==> src/rtl/sparc_exu_ccr_pipe.sv <==
// Per-thread condition-code pipeline: builds the CCR from ALU flags in E,
// carries it through M and W, commits it to a per-thread register file and
// serves bypassed CCR reads for the instruction in D.
module sparc_exu_ccr_pipe #(
  parameter int NTHR = 4
) (
  input  logic       rclk,
  input  logic       reset,
  input  logic       ecl_ccr_setcc_e,
  input  logic       ecl_ccr_wrccr_e,
  input  logic [7:0] ecl_ccr_wrdata_e,
  input  logic [1:0] ecl_ccr_tid_e,
  input  logic       ecl_ccr_sel_logic_e,
  input  logic       ecl_ccr_sub_e,
  input  logic       alu_ecl_add_n64_e,
  input  logic       alu_ecl_add_n32_e,
  input  logic       alu_ecl_log_n64_e,
  input  logic       alu_ecl_log_n32_e,
  input  logic       alu_ecl_zhigh_e,
  input  logic       alu_ecl_zlow_e,
  input  logic       alu_ecl_cout64_e_l,
  input  logic       alu_ecl_cout32_e,
  input  logic       alu_ecl_adderin2_63_e,
  input  logic       alu_ecl_adderin2_31_e,
  input  logic       byp_ccr_rs1_63_e,
  input  logic       byp_ccr_rs1_31_e,
  input  logic       ecl_ccr_kill_m,
  input  logic       ecl_ccr_kill_w,
  input  logic [1:0] ecl_ccr_rd_tid_d,
  output logic [7:0] ccr_ecl_ccr_e,
  output logic [7:0] ccr_ecl_ccr_w,
  output logic       ccr_ecl_commit_w
);

  logic       valid_e;
  logic [3:0] icc_e, xcc_e;
  logic [7:0] ccr_val_e;

  always_comb begin
    icc_e = '0;
    xcc_e = '0;
    if (ecl_ccr_sel_logic_e) begin
      icc_e = {alu_ecl_log_n32_e, alu_ecl_zlow_e, 2'b00};
      xcc_e = {alu_ecl_log_n64_e, alu_ecl_zlow_e & alu_ecl_zhigh_e, 2'b00};
    end else begin
      // Overflow: operands (post-invert) agree in sign but the sum does not.
      icc_e = {alu_ecl_add_n32_e,
               alu_ecl_zlow_e,
               (byp_ccr_rs1_31_e == alu_ecl_adderin2_31_e) & (alu_ecl_add_n32_e != byp_ccr_rs1_31_e),
               alu_ecl_cout32_e ^ ecl_ccr_sub_e};
      xcc_e = {alu_ecl_add_n64_e,
               alu_ecl_zlow_e & alu_ecl_zhigh_e,
               (byp_ccr_rs1_63_e == alu_ecl_adderin2_63_e) & (alu_ecl_add_n64_e != byp_ccr_rs1_63_e),
               ~alu_ecl_cout64_e_l ^ ecl_ccr_sub_e};
    end
  end

  assign valid_e   = ecl_ccr_setcc_e | ecl_ccr_wrccr_e;
  assign ccr_val_e = ecl_ccr_wrccr_e ? ecl_ccr_wrdata_e : {xcc_e, icc_e};

  logic       valid_m_q, valid_w_q;
  logic [1:0] tid_m_q, tid_w_q;
  logic [7:0] ccr_m_q, ccr_w_q;
  logic       live_m, live_w;

  assign live_m = valid_m_q & ~ecl_ccr_kill_m;
  assign live_w = valid_w_q & ~ecl_ccr_kill_w;

  always_ff @(posedge rclk) begin
    if (reset) begin
      valid_m_q <= 1'b0;
      valid_w_q <= 1'b0;
      tid_m_q   <= '0;
      tid_w_q   <= '0;
      ccr_m_q   <= '0;
      ccr_w_q   <= '0;
    end else begin
      valid_m_q <= valid_e;
      tid_m_q   <= ecl_ccr_tid_e;
      ccr_m_q   <= ccr_val_e;
      valid_w_q <= live_m;
      tid_w_q   <= tid_m_q;
      ccr_w_q   <= ccr_m_q;
    end
  end

  logic [7:0] rf_q [NTHR];

  always_ff @(posedge rclk) begin
    if (reset) begin
      for (int i = 0; i < NTHR; i++) rf_q[i] <= '0;
    end else if (live_w) begin
      rf_q[tid_w_q] <= ccr_w_q;
    end
  end

  // Youngest matching stage wins so back-to-back dependents see fresh flags.
  logic [7:0] rd_d, rd_q;

  always_comb begin
    rd_d = rf_q[ecl_ccr_rd_tid_d];
    if (valid_e && ecl_ccr_tid_e == ecl_ccr_rd_tid_d)
      rd_d = ccr_val_e;
    else if (live_m && tid_m_q == ecl_ccr_rd_tid_d)
      rd_d = ccr_m_q;
    else if (live_w && tid_w_q == ecl_ccr_rd_tid_d)
      rd_d = ccr_w_q;
  end

  always_ff @(posedge rclk) begin
    if (reset) rd_q <= '0;
    else       rd_q <= rd_d;
  end

  assign ccr_ecl_ccr_e    = rd_q;
  assign ccr_ecl_ccr_w    = valid_w_q ? ccr_w_q : 8'h00;
  assign ccr_ecl_commit_w = live_w;

endmodule
==> config.mk <==
export PLATFORM = sky130hd
export DESIGN_NAME = sparc_exu_ccr_pipe
export DESIGN_NICKNAME = d
export VERILOG_FILES = /design/src/rtl/sparc_exu_ccr_pipe.sv
export SDC_FILE = /design/constraint.sdc
export NUM_CORES = 1
export LEC_CHECK = 0
export CORE_MARGIN = 1.5
export CORE_UTILIZATION = 45
export DETAILED_ROUTE_END_ITERATION = 16
export PLACE_DENSITY = 0.67
export SLEW_MARGIN = 0
export SYNTH_ARGS = -nofsm -noshare
export SYNTH_HDL_FRONTEND = slang
export SYNTH_SLANG_ARGS = --single-unit
==> constraint.sdc <==
create_clock -name rclk -period 5.4 [get_ports rclk]
set_input_delay 1.08 -clock rclk [delete_from_list [all_inputs] [get_ports rclk]]
set_output_delay 1.08 -clock rclk [all_outputs]
set_load 0.1 [all_outputs]
# Word level (Yosys, flattened, before mapping)
# Memory sizes are Yosys's and may differ from the RTL's.
# Index checks and enable logic that the tools add are counted.
[totals] register_bits=30 mem_bits_rw=32 inputBits=32 output_inout_bits=17 elab_cells=45 mem_count=1
[memory_table] memory="rf_q" words=4 width=8 rd=1 rd_clocked_by_memory_dff=0 write_ports=4 line_no="87" rtl="logic [7:0] rf_q [NTHR];"
[op_classes] eq_ne=7 mux=15 bitwise=11 reduce_logical=4
[ops] cell="two-way mux 8 bit" n=6
[ops] cell="two-way mux 4 bit" n=2
[ops] cell="OR reduction 8 bit" n=1
[ops] cell="equality test 2 bit" n=3
[ops] cell="two-way mux 1 bit" n=6
[ops] cell="bitwise AND 1 bit" n=5
[ops] cell="logical AND 1 bit" n=3
[ops] cell="inverter 1 bit" n=3
[ops] cell="equality test 1 bit" n=2
[ops] cell="two-way mux 2 bit" n=1
[ops] cell="inequality test 1 bit" n=2
[ops] cell="bitwise XOR 1 bit" n=2
[ops] cell="OR 1 bit" n=1

# Longest topological paths before layout
# Gate-level depths: netlist (run 1).
[logic_depth] word_depth=7 mapped_depth=6 ltp_nobuf=4

# Worst setup path after synthesis (run 1)
# OpenSTA, ideal clock, no wires.
[synth_timing] kind="input port to output port" start="in ecl_ccr_kill_w" end="out ccr_ecl_commit_w" arrival_ns=1.919 slack_ns=2.401 cell_stages=2 n_path_buf=0 cell_sequence="nand2b_2 > inv_1"
[synth_via] elab_chain_len=2
[synth_lines] item="from (decl)" line_no="28" rtl="input logic ecl_ccr_kill_w,"
[synth_lines] item="inverter 1 bit" line_no="67" rtl="assign live_w = valid_w_q & ~ecl_ccr_kill_w;"
[synth_lines] item="bitwise AND 1 bit" line_no="67"
[synth_lines] item="to (decl)" line_no="32" rtl="output logic ccr_ecl_commit_w"
# Every way passes these cells.

# Worst setup path in the final report (run 1)
# Same ends and word-level chain as after synthesis.

==> run metrics, run 1 <==
startpoint types=input port; P_leak=1.36 nW; maximum capacitance violations=0; Ys Warns=0; Hold Path Class=reg -> reg; Synth Cell Area=0.00275 mm²; hold_ws=0.475 ns; crit path max fanout=6; CP Capture Type=output pin; routability cong.=0.683; postcts setup bufs=0; status=finished, final reports clean; Sink Count=62; Starting DRT DRC Count=76; CTS buffer count=9; Post-layout nets=298; grt total ovfl=0; Slew Limit Fails=0; Setup WS pre-CTS=1.38 ns; max_slew headroom=33.6%; CP cell instances=clkdlybuf4s50_1 > nand2b_2 > inv_1 > clkdlybuf4s50_1; setup TNS=0 ns; vias per cell=5.28; register area=0.00156 mm²; R2R Setup Slk=3.38 ns; Clock Skews=0.00926 ns; Crit Path Category=in -> out; # fillers=511; layout cells sized above 1=16.6%; H-tree levels=3; Wirelength per Cell=17.1 µm; Initial Util=46.4%; CP Data Arrival Time=2.95 ns; area of the multi-input gates=0.00114 mm²; final count of negative-setup-slack endpoints=0; Period Utilization, post-route=74.6%; Slew @ Worst Pin=0.993 ns; Core Area=0.00592 mm²; Power Density=303 mW/mm²; Ports=49; most frequent cells in the layout=48 x clkdlybuf4s50_1, 40 x and2_1, 32 x edfxtp_1; setup ws final=1.37 ns; cts repair resizes=0; Placed Instances=330; Post-synth EDFFs=32; Global Route Usage Sum=20.4%; Avg Cell Area, Syn=13.0 µm²; CTS tree=yes; WP data required=4.32 ns; initial antenna violation count=0; Async SR Flop Fraction=0%; Seq/Total Area, Yosys=56.8%; Most used DFF post-synth=edfxtp_1; Gate Count Post-Synth=211; clk root buf=clkbuf_8; Max VDD drop=187 µV; clk buf depth=2; clk slew on worst S/H paths=0.07 ns; commonest non-fill, non-tap cell in the layout=clkdlybuf4s50_1; area grow syn2layout=27.4%; drt first pass iters=4; pin count of the biggest net entering global routing=41; cell mode on critical path=clkdlybuf4s50_1; Final min period=4.03 ns; DR DRC count=0; Synthesized Nets=243; post-route ant nets=0; Seq cells post-synth=62; Hold Violations, Final=0; Peak Freq=248 MHz; CP max stage delay=1.13 ns; Die Height=81.2 µm; global-route wire length before repair=9.46 mm; Final HPWL DP=4.04 mm; Die Area=0.00659 mm²; Die Wd=81.2 µm; placed cell area=0.00331 mm²; RSZ-0062 raised after global routing=false; port bufs=48; Ant. Diodes=0; Netlist cell types=40; Post-Layout Cell Count=346; Critical Path Slowest Stage Cell=clkdlybuf4s50_1; row cnt=28; Clk Latency, worst-skew pair=0.34 ns; vias in the first global route=1858; vias=1826; cts hold-fix bufs=0; Total Wirelength=5.91 mm; design area=0.00350 mm²
==> synth_stat cells (2+ instances only) <==
library cell | n | area (µm²)
xor2_1 | 7 | 61.3
clkbuf_1 | 3 | 11.3
nor2b_1 | 12 | 75.1
or2_2 | 3 | 18.8
nor3b_1 | 2 | 15.0
and3b_1 | 2 | 17.5
mux4_2 | 2 | 45.0
a31oi_1 | 2 | 12.5
a22oi_1 | 2 | 15.0
dfxtp_1 | 30 | 601
mux2i_1 | 4 | 40.0
edfxtp_1 | 32 | 961
nor2_1 | 9 | 33.8
a211o_1 | 2 | 17.5
mux2_2 | 8 | 90.1
mux4_1 | 6 | 158
nand3_1 | 2 | 10.0
nand2_1 | 5 | 18.8
o311ai_2 | 2 | 32.5
o21ai_0 | 2 | 10.0
buf_1 | 2 | 7.51
nand2b_1 | 2 | 12.5
and2_1 | 40 | 250
o221a_2 | 6 | 67.6
nor4b_1 | 2 | 17.5
a21oi_1 | 8 | 40.0
==> per-stage QoR <==
stage	utilization (%)	total power, mW
floorplan	-	0.631
global placement	55.9	0.682
detailed placement	55.9	0.684
CTS	59.2	1.07
global route	59.2	1.10
finish	59.2	1.06
==> routing by layer <==
| metal | share of wire, % | global-route usage (%) | vias to the layer above |
|---|---|---|---|
| li1 | - | - | 885 |
| met1 | 45 | 26.5 | 899 |
| met2 | 50 | 32.5 | 33 |
| met3 | 3.2 | 4.04 | 9 |
| met4 | 2.0 | 9.83 | 0 |
| met5 | 0 | 0 | - |
==> power by group <==
part | internal [mW] | switching, mW
sequential | 0.514 | 0.0105
clock | 0.205 | 0.184
combinational | 0.0588 | 0.0890
==> final cells by class <==
| cell class | instances | area share [%] |
|---|---|---|
| clock buffers | 11 | 4.64 |
| clock inverters | 5 | 0.857 |
| inverters | 1 | 0.107 |
| multi-input cells | 140 | 32.6 |
| flip-flops and latches | 62 | 44.6 |
| well taps | 75 | 2.68 |
| repair buffers | 52 | 14.6 |
==> critical path, delay by kind of cell <==
kind | cells | cell delay [ns]
buffers and inverters | 3 | 1.63
and+or+nand+nor | 1 | 0.23
==> sequential cells by signal, indices dropped and copies added, names as in the netlist <==
signal	cells
ccr_ecl_ccr_e	8
ccr_m_q	8
ccr_w_q	8
rf_q	32
tid_m_q	2
tid_w_q	2
valid_m_q	1
valid_w_q	1
==> worst paths after layout <==
check / start / to / depth (start not counted)
max: ecl_ccr_kill_w / ccr_ecl_commit_w / 4
min: ccr_m_q[4]$_SDFF_PP0_ / ccr_w_q[4]$_SDFF_PP0_ / 1
max reg2reg: valid_w_q$_SDFF_PP0_ / ccr_ecl_ccr_e[6]$_SDFF_PP0_ / 4
min reg2reg: ccr_m_q[4]$_SDFF_PP0_ / ccr_w_q[4]$_SDFF_PP0_ / 1
==> logic make-up after synthesis <==
logic type	count (synthesis)	share of synthesized area (%)
buffers and inverters	9	1.68
AO/OA/AOI/OAI	25	7.42
multiplexers	20	12.1
AND/OR/NAND/NOR	87	19.5
XOR/XNOR	8	2.55
flip-flops	62	56.8
Power figures use the tool's default switching activity.
==> run 2, diff against run 1 <==
Settings changed: PLACE_DENSITY 0.67 to 0.7.
Clock period 5.4 ns to 3.5 ns, I/O delays scaled along.
==> run 2 against run 1 <==
Compared with the run above: combinational power grew 56%; global-route usage shrank 0.21 points; non-clock buffer count grew 3; critical path depth grew 1.
==> run metrics, run 2 (synthesis gave the netlist of run 1 again) <==
Die Height=81.2 µm; Hold Violations, Final=0; Die Area=0.00659 mm²; port bufs=48; setup TNS=0 ns; cts hold-fix bufs=0; CP Data Arrival Time=2.77 ns; Initial Util=46.4%; vias per cell=5.04; RSZ-0062 raised after global routing=false; Hold Path Class=reg -> reg; vias=1760; Clock Skews=0.00385 ns; crit path max fanout=8; Largest register FFs=32; P_leak=1.38 nW; Slew Limit Fails=0; post-route ant nets=0; grt total ovfl=0; status=finished, final reports clean; Starting DRT DRC Count=66; commonest non-fill, non-tap cell in the layout=and2_1; most frequent cells in the layout=40 x and2_1, 39 x clkdlybuf4s50_1, 32 x edfxtp_1; Clk Latency, worst-skew pair=0.33 ns; placed cell area=0.00331 mm²; final core utilization=58.7%; Ports=49; Max VDD drop=229 µV; crit path launch=ecl_ccr_rd_tid_d[0]; area grow syn2layout=26.3%; design area=0.00347 mm²; Post-layout nets=301; startpoint types=input port; Die Wd=81.2 µm; layout cells sized above 1=20.4%; pin count of the biggest net entering global routing=33; Period Utilization, post-route=72.9%; total chip power=1.57 mW; Sink Count=62; clk slew on worst S/H paths=0.07 ns; Peak Freq=392 MHz; Total Wirelength=5.86 mm; Power Density=451 mW/mm²; initial antenna violation count=0; max_slew headroom=33.9%; Worst Reg2Reg Path Length in Cells=4; maximum capacitance violations=0; RR Startpoint=valid_w_q$_SDFF_PP0_; global-route wire length before repair=9.29 mm; Final min period=2.55 ns; Core Area=0.00592 mm²; H-tree levels=3; Worst Setup EP=ccr_ecl_ccr_e[6]$_SDFF_PP0_; Ant. Diodes=0; cts repair resizes=0; Crit Path Category=in -> reg; CP Capture Type=register; Post-Layout Cell Count=349; hold_ws=0.465 ns; CTS buffer count=9; setup ws final=0.950 ns; routability cong.=0.761; vias in the first global route=1781; postcts setup bufs=0; drt first pass iters=4; R2R Setup Slk=1.55 ns; most flop-heavy register=rf_q; clk root buf=clkbuf_8; Hold Path Stages=1; row cnt=28; clk buf depth=2; Final HPWL DP=4.27 mm; DR DRC count=0; Global Route Usage Sum=20.1%; final count of negative-setup-slack endpoints=0; CTS tree=yes; Setup WS pre-CTS=0.602 ns; Wirelength per Cell=16.8 µm; WP data required=3.72 ns; Placed Instances=333; Slew @ Worst Pin=0.989 ns; R2R Path End=ccr_ecl_ccr_e[6]$_SDFF_PP0_
==> run 2: critical path: stages <==
cell	delay, ns
clkdlybuf4s50_1	0.63
xor2_1	0.28
nor3_4	0.48
mux2_2	0.40
o221a_2	0.28
==> run 2: cell type report <==
class                           count  area, µm²
Fill cell                         483       2450
Sequential cell                    62       1560
Multi-Input combinational cell    140       1140
Timing Repair Buffer               55        510
Clock buffer                        9        124
Tap cell                           75       93.8
Clock inverter                      7       38.8
Inverter                            1       3.75
==> run 2: per-layer routing <==
| metal | wire, µm | part of all wire [%] | global-route usage [%] | up-vias |
|---|---|---|---|---|
| li1 | - | - | - | 892 |
| met5 | 0 | 0 | 0 | - |
| met3 | 238 | 4.1 | 3.03 | 10 |
| met1 | 2620 | 45 | 26.4 | 802 |
| met2 | 2880 | 49 | 32.8 | 56 |
| met4 | 112 | 1.9 | 9.31 | 0 |
==> run 2: worst min path at each step <==
stage / startpoint / end / slack, ns
2_1_floorplan: valid_m_q$_SDFF_PP0_ / valid_w_q$_SDFF_PP0_ / 0.43
3_3_place_gp: ccr_m_q[5]$_SDFF_PP0_ / ccr_w_q[5]$_SDFF_PP0_ / 0.45
3_5_place_dp: ccr_m_q[5]$_SDFF_PP0_ / ccr_w_q[5]$_SDFF_PP0_ / 0.46
4_1_cts: ccr_m_q[5]$_SDFF_PP0_ / ccr_w_q[5]$_SDFF_PP0_ / 0.46
5_1_grt: ccr_m_q[3]$_SDFF_PP0_ / ccr_w_q[3]$_SDFF_PP0_ / 0.48
6_report: ccr_m_q[5]$_SDFF_PP0_ / ccr_w_q[5]$_SDFF_PP0_ / 0.46
==> run 2: where the power goes <==
group / leakage, nW / switching (mW) / total (mW) / internal (mW)
clock: 0.0909 / 0.275 / 0.527 / 0.252
combinational: 0.694 / 0.138 / 0.231 / 0.0929
sequential: 0.591 / 0.0167 / 0.810 / 0.793
